<file path="src/rtl/clk_div_monitor.sv">
// Receive-side qualifier for a divided clock: synchronizes clk_in into the clk domain, detects
// its edges, measures period and high time, and reports lock / loss status.

module clk_div_monitor #(
  parameter int unsigned CNT_W       = 16,
  parameter int unsigned TIMEOUT     = 1000,
  parameter int unsigned LOCK_COUNT  = 4,
  parameter int unsigned SYNC_STAGES = 2
) (
  input  logic             clk,
  input  logic             reset,
  input  logic             clk_in,
  output logic             rise_tick,
  output logic             fall_tick,
  output logic [CNT_W-1:0] period,
  output logic [CNT_W-1:0] high_time,
  output logic             period_valid,
  output logic             period_update,
  output logic             locked,
  output logic             lost
);

  localparam int unsigned      MatchW     = $clog2(LOCK_COUNT + 1);
  localparam logic [CNT_W-1:0] TimeoutVal = CNT_W'(TIMEOUT);
  localparam logic [CNT_W-1:0] CntMax     = {CNT_W{1'b1}};
  localparam logic [MatchW-1:0] LockVal   = MatchW'(LOCK_COUNT);

  typedef enum logic [1:0] {StIdle, StMeasure, StLocked, StLost} state_e;

  state_e                 state_q, state_d;
  logic [SYNC_STAGES-1:0] sync_q;
  logic                   delay_q;
  logic                   rise_evt, fall_evt;
  logic                   rise_tick_q, fall_tick_q;
  logic [CNT_W-1:0]       elapsed_q, elapsed_d;
  logic [CNT_W-1:0]       pending_q, pending_d;
  logic                   armed_q, armed_d;
  logic [CNT_W-1:0]       period_q, period_d;
  logic [CNT_W-1:0]       high_q, high_d;
  logic                   valid_q, valid_d;
  logic                   update_q, update_d;
  logic                   locked_q, locked_d;
  logic                   lost_q, lost_d;
  logic [MatchW-1:0]      match_q, match_d, match_next;
  logic                   same_period, timeout, capture, go_lost;

  // Edge events are seen one cycle before the registered ticks; all state updates on that edge.
  assign rise_evt = sync_q[SYNC_STAGES-1] & ~delay_q;
  assign fall_evt = ~sync_q[SYNC_STAGES-1] & delay_q;
  assign timeout  = (elapsed_q == TimeoutVal) && !rise_evt;

  assign same_period = valid_q && (elapsed_q == period_q);

  always_comb begin
    if (!same_period) begin
      match_next = MatchW'(1);
    end else if (match_q == LockVal) begin
      match_next = match_q;
    end else begin
      match_next = match_q + 1'b1;
    end
  end

  always_comb begin
    if (rise_evt) begin
      elapsed_d = CNT_W'(1);
    end else if (elapsed_q == CntMax) begin
      elapsed_d = elapsed_q;
    end else begin
      elapsed_d = elapsed_q + 1'b1;
    end
  end

  always_comb begin
    state_d   = state_q;
    period_d  = period_q;
    high_d    = high_q;
    valid_d   = valid_q;
    update_d  = 1'b0;
    locked_d  = locked_q;
    lost_d    = lost_q;
    match_d   = match_q;
    armed_d   = armed_q;
    pending_d = pending_q;
    capture   = 1'b0;
    go_lost   = 1'b0;

    // A fall only counts as a high phase once a rise has been seen since reset or loss.
    if (rise_evt) begin
      armed_d = 1'b1;
    end else if (fall_evt && armed_q) begin
      pending_d = elapsed_q;
    end

    case (state_q)
      StIdle: begin
        if (rise_evt) begin
          state_d = StMeasure;
        end else if (timeout) begin
          go_lost = 1'b1;
        end
      end
      StMeasure: begin
        if (rise_evt) begin
          capture = 1'b1;
          match_d = match_next;
          if (match_next == LockVal) begin
            state_d  = StLocked;
            locked_d = 1'b1;
          end
        end else if (timeout) begin
          go_lost = 1'b1;
        end
      end
      StLocked: begin
        if (rise_evt) begin
          capture = 1'b1;
          if (same_period) begin
            match_d = match_next;
          end else begin
            match_d  = MatchW'(1);
            locked_d = 1'b0;
            state_d  = StMeasure;
          end
        end else if (timeout) begin
          go_lost = 1'b1;
        end
      end
      StLost: begin
        // The interval since the last rise is stale, so this rise only restarts measurement.
        if (rise_evt) begin
          state_d = StMeasure;
          lost_d  = 1'b0;
          match_d = '0;
        end
      end
      default: state_d = StIdle;
    endcase

    if (capture) begin
      period_d = elapsed_q;
      high_d   = pending_q;
      valid_d  = 1'b1;
      update_d = 1'b1;
    end

    if (go_lost) begin
      state_d  = StLost;
      lost_d   = 1'b1;
      locked_d = 1'b0;
      valid_d  = 1'b0;
      match_d  = '0;
      armed_d  = 1'b0;
    end
  end

  always_ff @(posedge clk or posedge reset) begin
    if (reset) begin
      sync_q      <= '0;
      delay_q     <= 1'b0;
      rise_tick_q <= 1'b0;
      fall_tick_q <= 1'b0;
      elapsed_q   <= '0;
      pending_q   <= '0;
      armed_q     <= 1'b0;
      state_q     <= StIdle;
      period_q    <= '0;
      high_q      <= '0;
      valid_q     <= 1'b0;
      update_q    <= 1'b0;
      locked_q    <= 1'b0;
      lost_q      <= 1'b0;
      match_q     <= '0;
    end else begin
      sync_q      <= {sync_q[SYNC_STAGES-2:0], clk_in};
      delay_q     <= sync_q[SYNC_STAGES-1];
      rise_tick_q <= rise_evt;
      fall_tick_q <= fall_evt;
      elapsed_q   <= elapsed_d;
      pending_q   <= pending_d;
      armed_q     <= armed_d;
      state_q     <= state_d;
      period_q    <= period_d;
      high_q      <= high_d;
      valid_q     <= valid_d;
      update_q    <= update_d;
      locked_q    <= locked_d;
      lost_q      <= lost_d;
      match_q     <= match_d;
    end
  end

  assign rise_tick     = rise_tick_q;
  assign fall_tick     = fall_tick_q;
  assign period        = period_q;
  assign high_time     = high_q;
  assign period_valid  = valid_q;
  assign period_update = update_q;
  assign locked        = locked_q;
  assign lost          = lost_q;

endmodule

</file>
<file path="config.mk">
export PLATFORM = sky130hd
export DESIGN_NAME = clk_div_monitor
export DESIGN_NICKNAME = d
export VERILOG_FILES = /design/src/rtl/clk_div_monitor.sv
export SDC_FILE = /design/constraint.sdc
export NUM_CORES = 1
export LEC_CHECK = 0
export BUFFER_PORTS_ARGS = -buffer_cell sky130_fd_sc_hd__buf_4
export CORE_MARGIN = 2
export CORE_UTILIZATION = 50
export CTS_CLUSTER_DIAMETER = 120
export CTS_CLUSTER_SIZE = 10
export DETAILED_ROUTE_END_ITERATION = 6
export PLACE_DENSITY_LB_ADDON = 0.1
export SLEW_MARGIN = 30
export SYNTH_ARGS = -nofsm -noshare
export SYNTH_HDL_FRONTEND = slang
export SYNTH_SLANG_ARGS = --single-unit
</file>
<file path="constraint.sdc">
create_clock -name clk -period 3.65 [get_ports clk]
set_input_delay 0.1825 -clock clk [delete_from_list [all_inputs] [get_ports clk]]
set_output_delay 0.1825 -clock clk [all_outputs]
set_load 0.1 [all_outputs]
</file>
# After elaboration in Yosys (flattened, before gate mapping)
# Index checks and enable logic that the tools add are counted.
[totals]
ff_bits = 79
in_bits = 3
out_inout_bits = 38
word_cells = 91
[classes]
addsub = 2
n_eq_ne = 15
n_mux = 36
bitwise = 5
n_reduce_logical = 18
[ops]
columns = ["operator", "n"]
rows = [
  ["two-way mux 16 bit", 2],
  ["two-way mux 3 bit", 7],
  ["two-way mux 1 bit", 18],
  ["adder 16 x 1 -> 16 bit, second input constant", 1],
  ["== test 16 x 10 -> 1 bit, second input constant", 1],
  ["== test 16 bit", 1],
  ["== test 16 bit, second input constant", 1],
  ["!= test 3 bit, second input constant", 5],
  ["two-way mux 2 bit", 6],
  ["AND reduction 5 bit", 2],
  ["one-hot mux 3 bit (3 select lines)", 1],
  ["== test 3 bit, second input constant", 2],
  ["one-hot mux 2 bit (3 select lines)", 1],
  ["nonzero test 2 bit", 3],
  ["== test 2 bit, second input constant", 2],
  ["AND reduction 2 bit", 2],
  ["AND reduction 4 bit", 1],
  ["nonzero test 4 bit", 1],
  ["OR reduction 2 bit", 2],
  ["adder 3 x 1 -> 3 bit, second input constant", 1],
  ["logical AND 1 bit", 3],
  ["!= test 3 x 1 -> 1 bit, second input constant", 1],
  ["inverter 1 bit", 3],
  ["nonzero test 3 bit", 1],
  ["other kinds (7)", 8],
]

# Logic depth before layout (Yosys ltp)
# Gate-level depths: netlist of the first run.
[logic_depth]
depth_word = 9
depth_mapped = 8
mapped_depth_nobuf = 8

# Worst setup path before layout of the first run
# Ideal clock, no wire load.
[synth_path]
kind = "register to register"
start = "register period_q[12] (netlist: period[12])"
end = "register match_q[1]"
setup_time_ns = 0.073
arrival_ns = 2.457
required_time_ns = 3.577
slack_ns = 1.120
path_stages_with_launch = 7
n_path_buf = 0
period_less_slack_ns = 2.530
cell_sequence = "dfrtp_1 > xor2_1 > nor4_1 > nand3_1 > or2_4 > or4_4 > a21oi_2"
[synth_between]
elab_chain_cells = 7
word_cells_on_any_way = 8
cone_classes = "eq/ne: 1; mux: 6; reduce/logical: 1"
[synth_lines]
columns = ["element", "line_no", "text"]
rows = [
  ["from (decl)", "38", "logic [CNT_W-1:0] period_q, period_d;"],
  ["from (signal assigned)", "183", "period_q <= period_d;"],
  ["== test 16 bit (*)", "52", "assign same_period = valid_q && (elapsed_q == period_q);"],
  ["logical AND 1 bit (*)", "52", ""],
  ["two-way mux 3 bit", "55", "if (!same_period) begin"],
  ["two-way mux 3 bit", "118", "if (same_period) begin"],
  ["two-way mux 3 bit", "116", "if (rise_evt) begin"],
  ["one-hot mux 3 bit (3 select lines) (*)", "95", "case (state_q)"],
  ["two-way mux 3 bit (*)", "147", "if (go_lost) begin"],
  ["to (signal assigned)", "189", "match_q <= match_d;"],
  ["to (decl)", "44", "logic [MatchW-1:0] match_q, match_d, match_next;"],
]
# Mark *: on every way between the ends. The rest lies on a longest branch, timed or not. The select of a mux whose other input is x is not followed.
# A chain may end at the register's enable or synchronous reset.

# Worst setup path in the final report of the first run
[layout_path]
start = "register match_q[0]"
end = "register locked_q (netlist: locked)"
[layout_between]
elab_chain_cells = 6
word_cells_on_any_way = 7
cone_classes = "add/sub: 1; eq/ne: 3; mux: 2; reduce/logical: 1"
[layout_lines]
columns = ["element", "line_no", "text"]
rows = [
  ["adder 3 x 1 -> 3 bit / == test 3 bit (equally long branches)", "60, 57", ""],
  ["two-way mux 3 bit (*)", "57", "end else if (match_q == LockVal) begin"],
  ["two-way mux 3 bit (*)", "55", ""],
  ["== test 3 bit (*)", "107", "if (match_next == LockVal) begin"],
  ["!= test 3 bit (no line) (*)", "n/a", ""],
  ["AND reduction 5 bit (no line) (*)", "n/a", ""],
  ["to (signal assigned)", "187", "locked_q <= locked_d;"],
  ["to (decl)", "42", "logic locked_q, locked_d;"],
]
# Mark *: on every way between the ends. The rest lies on a longest branch, timed or not.

==> impl_metrics.toml, run 1 <==
[clocking]
cts.sinks = 79
cts_tree = "done"
clkTransAtPathRegs_ps = 80
cts_resized = 0
cts_hold_buffers = 1
postCtsSetupBuffers = 0
cts.path.max_buffers = 2
htreeDepth = 3
clk_latency_ps = 350
numCtsBuffers = 9
cts_root_buffer = "clkbuf_8"

[sta]
skew_ps = 7.655
hold_viol = 0
maxSlewViolCount = 0
setup-tns-final_ps = 0
tightest_slew_ps = 768.0
rsz0062_at_grt = "false"
setup_viol = 0
max_slew_margin = 0.4868
fin_crit_sh = 0.6687
min_period_ps = 2441
max_freq_mhz = 409.7

[worst_setup_path]
cp.buffers_inverters = 1
cp-end-kind = "register"
worst-endpoint-arrival_ps = 2670
critPathKind = "reg -> reg"
crit_start = "match_q[0]"
crit_chain = "inv_1 -> ha_1 -> nor4b_1 -> a211oi_1 -> or4b_1 -> o211a_1 -> a221o_1"
critPathMaxFanout = 7
startpoint_type = "register"
critPathTopFamily = "simple AND/OR/NAND/NOR gates"
critPathSlowestCell = "or4b_1"
reg2reg_from = "match_q[0]"
cp.required_ps = 3880
slowest_delay_ps = 560

[yosys]
ys_types = 51
async_reset_ff_frac = 1.000
synth_warnings = 0
synth.net_count = 323
yosys_register_bits = 79
synth_edf_count = 0
synth_cells = 312
synth_area_um2 = 3729
synthFlopType = "dfrtp_1"
yosysSeqAreaShare = 0.5302
syn_avg_cell_area_um2 = 11.95

[floorplanning]
fp.dieH_um = 90.36
initial_core_util = 0.5141
dieWidth_um = 90.36
pin_count = 41
fp.dieArea_um2 = 8164
rows = 31
coreArea_um2 = 7253

[hold_path]
min-delay-start = "sync_q[0]"
hold_path.class = "reg -> reg"

[grt]
grt_max_degree = 54
grt_usage = 0.1997
grt_pass1_wl_um = 12810
antenna_found_initial = 0
overflow = 0
grt_pass1_vias = 2432

[power_and_ir_drop]
p_leak_nw = 2.190
p_per_area_nw_per_um2 = 713.1
vdd_ir_drop_max_mv = 0.3538

[placed_design]
io_buffer_count = 40
routabilityCongestion = 0.8391
dpl.hpwl_um = 5021

[final_layout]
syn_to_final_growth_pct = 17.05
drive_gt1_frac = 0.3295
fin_nets = 358
n_antenna_cell = 0
final_common_cell = "dfrtp_1"
most-common-layout-cells = "dfrtp_1 (79), mux2_2 (46), buf_4 (42)"
fin_util = 0.6017

[detailed_routing]
route.vias.total = 2455
drc = 0
drt-initial-drc-count = 124
viasPerCell = 5.443
drt_pass1_iterations = 4
post_drt_wl_per_cell_um = 16.60
drt-total-wl_um = 7485
ant_nets = 0

[status]
status = "finished clean"

[run]
cap_violations = 0
-- report_power, final --
| part | total [mW] | switching [mW] | internal, mW |
|---|---|---|---|
| Combinational | 1.13 | 0.765 | 0.366 |
| Clock | 0.862 | 0.318 | 0.544 |
| Sequential | 1.12 | 0.128 | 0.991 |
| Total | 3.11 | 1.21 | 1.90 |
-- registers in the layout, summed over array words and instances, names as in the netlist, 2 cells and up --
| name | cells |
|---|---|
| match_q | 3 |
| pending_q | 16 |
| high_time | 16 |
| state_q | 2 |
| sync_q | 2 |
| period | 16 |
| elapsed_q | 16 |
-- metal layers --
metal / track usage / vias to the layer above / share of wire
met2: 0.3026 / 58 / 0.47
met4: 0.06154 / 0 / 0.012
met1: 0.2828 / 1239 / 0.47
li1: - / 1152 / -
met5: 0 / - / 0
met3: 0.05342 / 6 / 0.046
-- through the flow --
stage	cell area, µm²	hold slack, ps	setup slack (ps)	cells	power (mW)
2_1_floorplan	3729	213.9	1120	312	2.030
3_3_place_gp	4073	291.5	1314	433	2.247
3_5_place_dp	4073	292.9	1226	433	2.269
4_1_cts	4353	35.60	1220	450	3.138
5_1_grt	4364	382.4	1044	451	3.286
6_report	4364	371.3	1209	451	3.112
-- Yosys cell counts (all sizes together) (2+ instances only) --
| master | count | share of area |
|---|---|---|
| o21ai | 7 | 0.0094 |
| inv | 7 | 0.0070 |
| nor4 | 4 | 0.010 |
| ha | 8 | 0.027 |
| and3 | 5 | 0.0087 |
| a31oi | 2 | 0.0034 |
| and2 | 5 | 0.0084 |
| buf | 4 | 0.010 |
| a21oi | 3 | 0.0050 |
| mux2i | 2 | 0.0054 |
| nor4bb | 3 | 0.0081 |
| nor4b | 6 | 0.014 |
| nand3 | 12 | 0.017 |
| mux2 | 46 | 0.14 |
| o211a | 2 | 0.0054 |
| nor2b | 2 | 0.0034 |
| and4 | 3 | 0.0074 |
| xor2 | 24 | 0.056 |
| clkbuf | 16 | 0.016 |
| nor3b | 2 | 0.0040 |
| xnor2 | 5 | 0.012 |
| nand2 | 16 | 0.016 |
| a41oi | 2 | 0.0067 |
| nor2 | 28 | 0.028 |
| dfrtp | 79 | 0.53 |
-- final cells by class --
cell class	count	area [µm²]
clock buffers	11	141.4
well taps	99	123.9
repair buffers	44	335.3
flip-flops and latches	79	1977
clock inverters	5	128.9
multi-input cells	205	1625
inverters	8	32.53
fillers	607	2889
-- path summary, 6_finish.rpt --
kind | slack, ps | endpoint | depth (start not counted)
worst max register to register | 1210 | locked | 7
worst max-delay path | 1210 | locked | 7
worst min register to register | 370 | sync_q[1] | 0
worst min-delay path | 370 | sync_q[1] | 0
min in group asynchronous | 490 | period[7] | 3
max in group asynchronous | 2340 | high_time[2] | 4
-- cells by family after synthesis --
| family | Yosys count | synth area share |
|---|---|---|
| compound gates | 26 | 0.05236 |
| xor+xnor | 29 | 0.06812 |
| fa+ha+maj | 8 | 0.02685 |
| buf+inv | 28 | 0.03456 |
| flops | 79 | 0.5302 |
| mux | 48 | 0.1443 |
| simple gates | 94 | 0.1436 |
Power figures use the tool's default switching activity.
==> run 2, diff against run 1 <==
Clock period 3.65 ns to 2.4 ns, I/O delays scaled along.
==> impl_metrics.toml, run 2 (same netlist as run 1, synthesis figures left out) <==
[grt]
overflow = 0
grt_pass1_wl_um = 12680
grt_pass1_vias = 2510
grt_usage = 0.1985
antenna_found_initial = 0
grt_max_degree = 42

[hold_path]
min-delay-start = "sync_q[0]"
min_path_cells = 0
hold_path_end = "sync_q[1]"
hold_path.class = "reg -> reg"

[run]
cap_violations = 0

[clocking]
cts.sinks = 79
htreeDepth = 3
clk_latency_ps = 370
cts_root_buffer = "clkbuf_8"
cts_tree = "done"
cts.path.max_buffers = 2
numCtsBuffers = 9
clkTransAtPathRegs_ps = 80

[sta]
maxSlewViolCount = 0
hold_viol = 0
rsz0062_at_grt = "false"
max_slew_margin = 0.4343
worst_slack_ps = 159.3
setup_viol = 0
skew_ps = 13.30
max_freq_mhz = 446.3
tightest_slew_ps = 846.5
fin_crit_sh = 0.9336
setup-tns-final_ps = 0
min_period_ps = 2241

[detailed_routing]
drt_pass1_iterations = 4
drc = 0
drt-total-wl_um = 7430
viasPerCell = 5.266
route.vias.total = 2459
ant_nets = 0
post_drt_wl_per_cell_um = 15.91
drt-initial-drc-count = 119

[power_and_ir_drop]
vdd_ir_drop_max_mv = 0.4068
p_int_mw = 2.781
p_per_area_nw_per_um2 = 1038
swShare = 0.4043
clkPwrFrac = 0.242
p_leak_nw = 2.247
combPwrFrac = 0.405
pwr-share-seq = 0.353
power_switching_mw = 1.887

[placed_design]
io_buffer_count = 40
dpl.hpwl_um = 5140
dpl_worst_slack_ps = 25.00
dp.cells = 448
routabilityCongestion = 0.8403

[final_layout]
drive_gt1_frac = 0.3967
fin_cells = 467
syn_to_final_growth_pct = 20.57
fill_cells = 611
n_antenna_cell = 0
multi_input_area_um2 = 1660
fin_util = 0.6198
most-common-layout-cells = "dfrtp_1 (69), buf_4 (57), mux2_2 (46)"
register_area_um2 = 1989
fin_nets = 374
final_common_cell = "dfrtp_1"

[worst_setup_path]
crit_chain = "buf_4 -> ha_1 -> nor4bb_2 -> a211oi_1 -> or4b_4 -> o211a_1 -> a221o_1"
cp-end-kind = "register"
critPathTopFamily = "simple AND/OR/NAND/NOR gates"
cp.buffers_inverters = 1
r2r_end = "locked"
startpoint_type = "register"
worst-endpoint-arrival_ps = 2490
critPathKind = "reg -> reg"
reg2reg_from = "match_q[0]"
regToRegSetupSlack_ps = 160
critPathSlowestCell = "or4b_4"
cp.required_ps = 2650
rr_worst_depth = 7
critPathMaxFanout = 6
slowest_delay_ps = 540

[floorplanning]
rows = 31
coreArea_um2 = 7253
initial_core_util = 0.5141
fp.dieArea_um2 = 8164
fp.dieH_um = 90.36
dieWidth_um = 90.36
pin_count = 41

[status]
status = "finished clean"
[run 2: cell count changes in the layout (fill, tap and decap cells not counted), moves of 2 or more]
| cell | before | now |
|---|---|---|
| bufinv_16 | 4 | 2 |
| dfrtp_2 | 0 | 10 |
| nor4bb_1 | 3 | 1 |
| nor4bb_2 | 0 | 2 |
| buf_4 | 42 | 57 |
| dfrtp_1 | 79 | 69 |
[run 2: area by class of cell]
class	count	area share
Clock inverter	4	0.01726
Tap cell	99	0.02755
Multi-Input combinational cell	205	0.3693
Timing Repair Buffer	60	0.1041
Clock buffer	12	0.03228
Sequential cell	79	0.4425
Inverter	8	0.006958
[run 2: worst reg2reg max path, cell delays in order (launching register included)]
cell	delay, ps
dfrtp_1	350
buf_4	140
ha_1	220
nor4bb_2	320
a211oi_1	100
or4b_4	540
o211a_1	220
a221o_1	250
[run 2: routing by layer]
layer / wire length [µm] / track usage
met1: 3561 / 0.2654
met2: 3494 / 0.3158
met3: 282 / 0.05175
met4: 92 / 0.06923
met5: 0 / 0
[run 2: worst max path at each step]
stage,startpoint,endpoint,slack [ps],depth (start not counted)
finish,match_q[0],locked,160,7
global route,match_q[0],locked,30,7
CTS,match_q[0],locked,70,7
detailed placement,match_q[1],locked,20,7
global placement,match_q[1],locked,110,7
floorplan,period[6],match_q[1],50,6
[run 2: stage by stage]
step,area (µm²),power [mW],hold slack (ps)
floorplan,3741,3.092,151.4
global placement,4210,3.471,229.2
detailed placement,4210,3.504,230.9
CTS,4461,4.647,358.4
global route,4496,4.894,372.8
finish,4496,4.667,356.0
[run 2: power by group through the flow]
stage / Sequential, mW / Combinational, mW / Clock (mW)
floorplan: 2.26 / 0.829 / 0
detailed placement: 1.68 / 1.82 / 0
finish: 1.65 / 1.89 / 1.13
CTS: 1.65 / 1.85 / 1.15
global placement: 1.68 / 1.80 / 0
global route: 1.68 / 2.02 / 1.20
[run 2: timing repair]
item / 4_1_cts / 5_1_grt
hold buffers: 2 / 0
setup endpoints to repair: 1 / 1
endpoints found under the hold margin: 39 / 0
pin swaps: 0 / 1
gates resized for setup: 0 / 5
setup buffers: 1 / 0
==> run 3, diff against run 2 <==
Settings changed: RECOVER_POWER set to 50.
==> impl_metrics.toml, run 3 (same netlist as run 1, synthesis figures left out) <==
[status]
status = "finished with violations"
violations = "capacitance limit, slew limit"

[final_layout]
most-common-layout-cells = "dfrtp_1 (69), mux2_2 (46), buf_4 (38)"
final_common_cell = "dfrtp_1"
drive_gt1_frac = 0.3505
fin_cells = 467
design_area_um2 = 4432
n_antenna_cell = 0
fin_nets = 374
syn_to_final_growth_pct = 18.86
fin_util = 0.6110

[floorplanning]
pin_count = 41
dieWidth_um = 90.36
coreArea_um2 = 7253
rows = 31
fp.dieArea_um2 = 8164
fp.dieH_um = 90.36
initial_core_util = 0.5141

[power_and_ir_drop]
power_mw = 4.630
p_per_area_nw_per_um2 = 1045
p_leak_nw = 2.172
vdd_ir_drop_max_mv = 0.4068

[placed_design]
io_buffer_count = 40
routabilityCongestion = 0.8403
dpl_cell_area_um2 = 4210
dpl_worst_slack_ps = 25.00
dp.cells = 448
dpl.hpwl_um = 5140

[sta]
rsz0062_at_grt = "false"
worst_slack_ps = 156.3
tightest_slew_ps = 1688
fin_crit_sh = 0.9349
maxSlewViolCount = 39
max_freq_mhz = 445.7
skew_ps = 13.41
hold_viol = 0
setup_viol = 0
setup-tns-final_ps = 0
min_period_ps = 2244
holdWs_ps = 355.9
max_slew_margin = -0.1312

[worst_setup_path]
worst-endpoint-arrival_ps = 2500
cp-end-kind = "register"
critPathTopFamily = "simple AND/OR/NAND/NOR gates"
critPathKind = "reg -> reg"
critPathMaxFanout = 6
cp.required_ps = 2650
slowest_delay_ps = 540
cp.buffers_inverters = 1
rr_worst_depth = 7
crit_chain = "buf_4 -> ha_1 -> nor4bb_2 -> a211oi_1 -> or4b_4 -> o211a_1 -> a221o_1"
cp_num_cells = 7
critPathSlowestCell = "or4b_4"
startpoint_type = "register"

[detailed_routing]
drc = 0
drt_pass1_iterations = 4
drt-initial-drc-count = 123
route.vias.total = 2464
viasPerCell = 5.276
drt-total-wl_um = 7405
post_drt_wl_per_cell_um = 15.86
ant_nets = 0

[grt]
busiest_layer = "met2"
antenna_found_initial = 0
grt_pass1_wl_um = 12680
grt_use_met2 = 0.3158
grt_max_degree = 42
met1_usage = 0.2654
grt_usage = 0.1985
grt_pass1_vias = 2510
overflow = 0
met3_usage = 0.05175

[hold_path]
hold_path.class = "reg -> reg"
min_path_cells = 0

[clocking]
clk_latency_ps = 370
cts_root_buffer = "clkbuf_8"
cts.sinks = 79
cts.path.max_buffers = 2
htreeDepth = 3
clkTransAtPathRegs_ps = 80
cts_tree = "done"
numCtsBuffers = 9

[run]
cap_violations = 1
-- run 3: changes by cell type in the layout (fill, tap and decap cells not counted) --
cell        delta
clkbuf_4       +2
clkinv_2       -1
buf_4         -19
clkinvlp_2     +1
clkbuf_1      +17
-- run 3: path summary, 6_finish.rpt --
| kind | to | start | slack, ps |
|---|---|---|---|
| max | locked | match_q[0] | 160 |
| max reg2reg | locked | match_q[0] | 160 |
| min reg2reg | sync_q[1] | sync_q[0] | 360 |
| max in group asynchronous | period[12] | reset | 800 |
| min in group asynchronous | period[3] | reset | 720 |
| min | sync_q[1] | sync_q[0] | 360 |
-- run 3: where the power goes --
group          switching, mW  total (mW)  leakage (nW)  internal [mW]
Combinational           1.24        1.85          1.03          0.609
Clock                  0.511        1.13         0.111          0.621
Sequential             0.136        1.65          1.03           1.51
Total                   1.89        4.63          2.17           2.74
-- run 3: final cells by class --
class | count | area (µm²)
clock buffers | 12 | 145.1
clock inverters | 4 | 77.57
fillers | 630 | 2821
inverters | 8 | 31.28
multi-input cells | 205 | 1660
flip-flops and latches | 79 | 1989
well taps | 99 | 123.9
repair buffers | 60 | 404.1
-- run 3: layer usage --
| metal | part of all wire | vias to the layer above |
|---|---|---|
| met5 | 0 | - |
| met4 | 0.012 | 0 |
| met3 | 0.036 | 9 |
| met2 | 0.47 | 41 |
| met1 | 0.48 | 1225 |
| li1 | - | 1189 |
-- run 3: what timing repair did --
action,CTS,global route
endpoints found under the hold margin,39,0
setup buffers,1,0
pin swaps,0,1
resized for setup,0,5
setup endpoints to repair,1,1
hold buffers,2,0
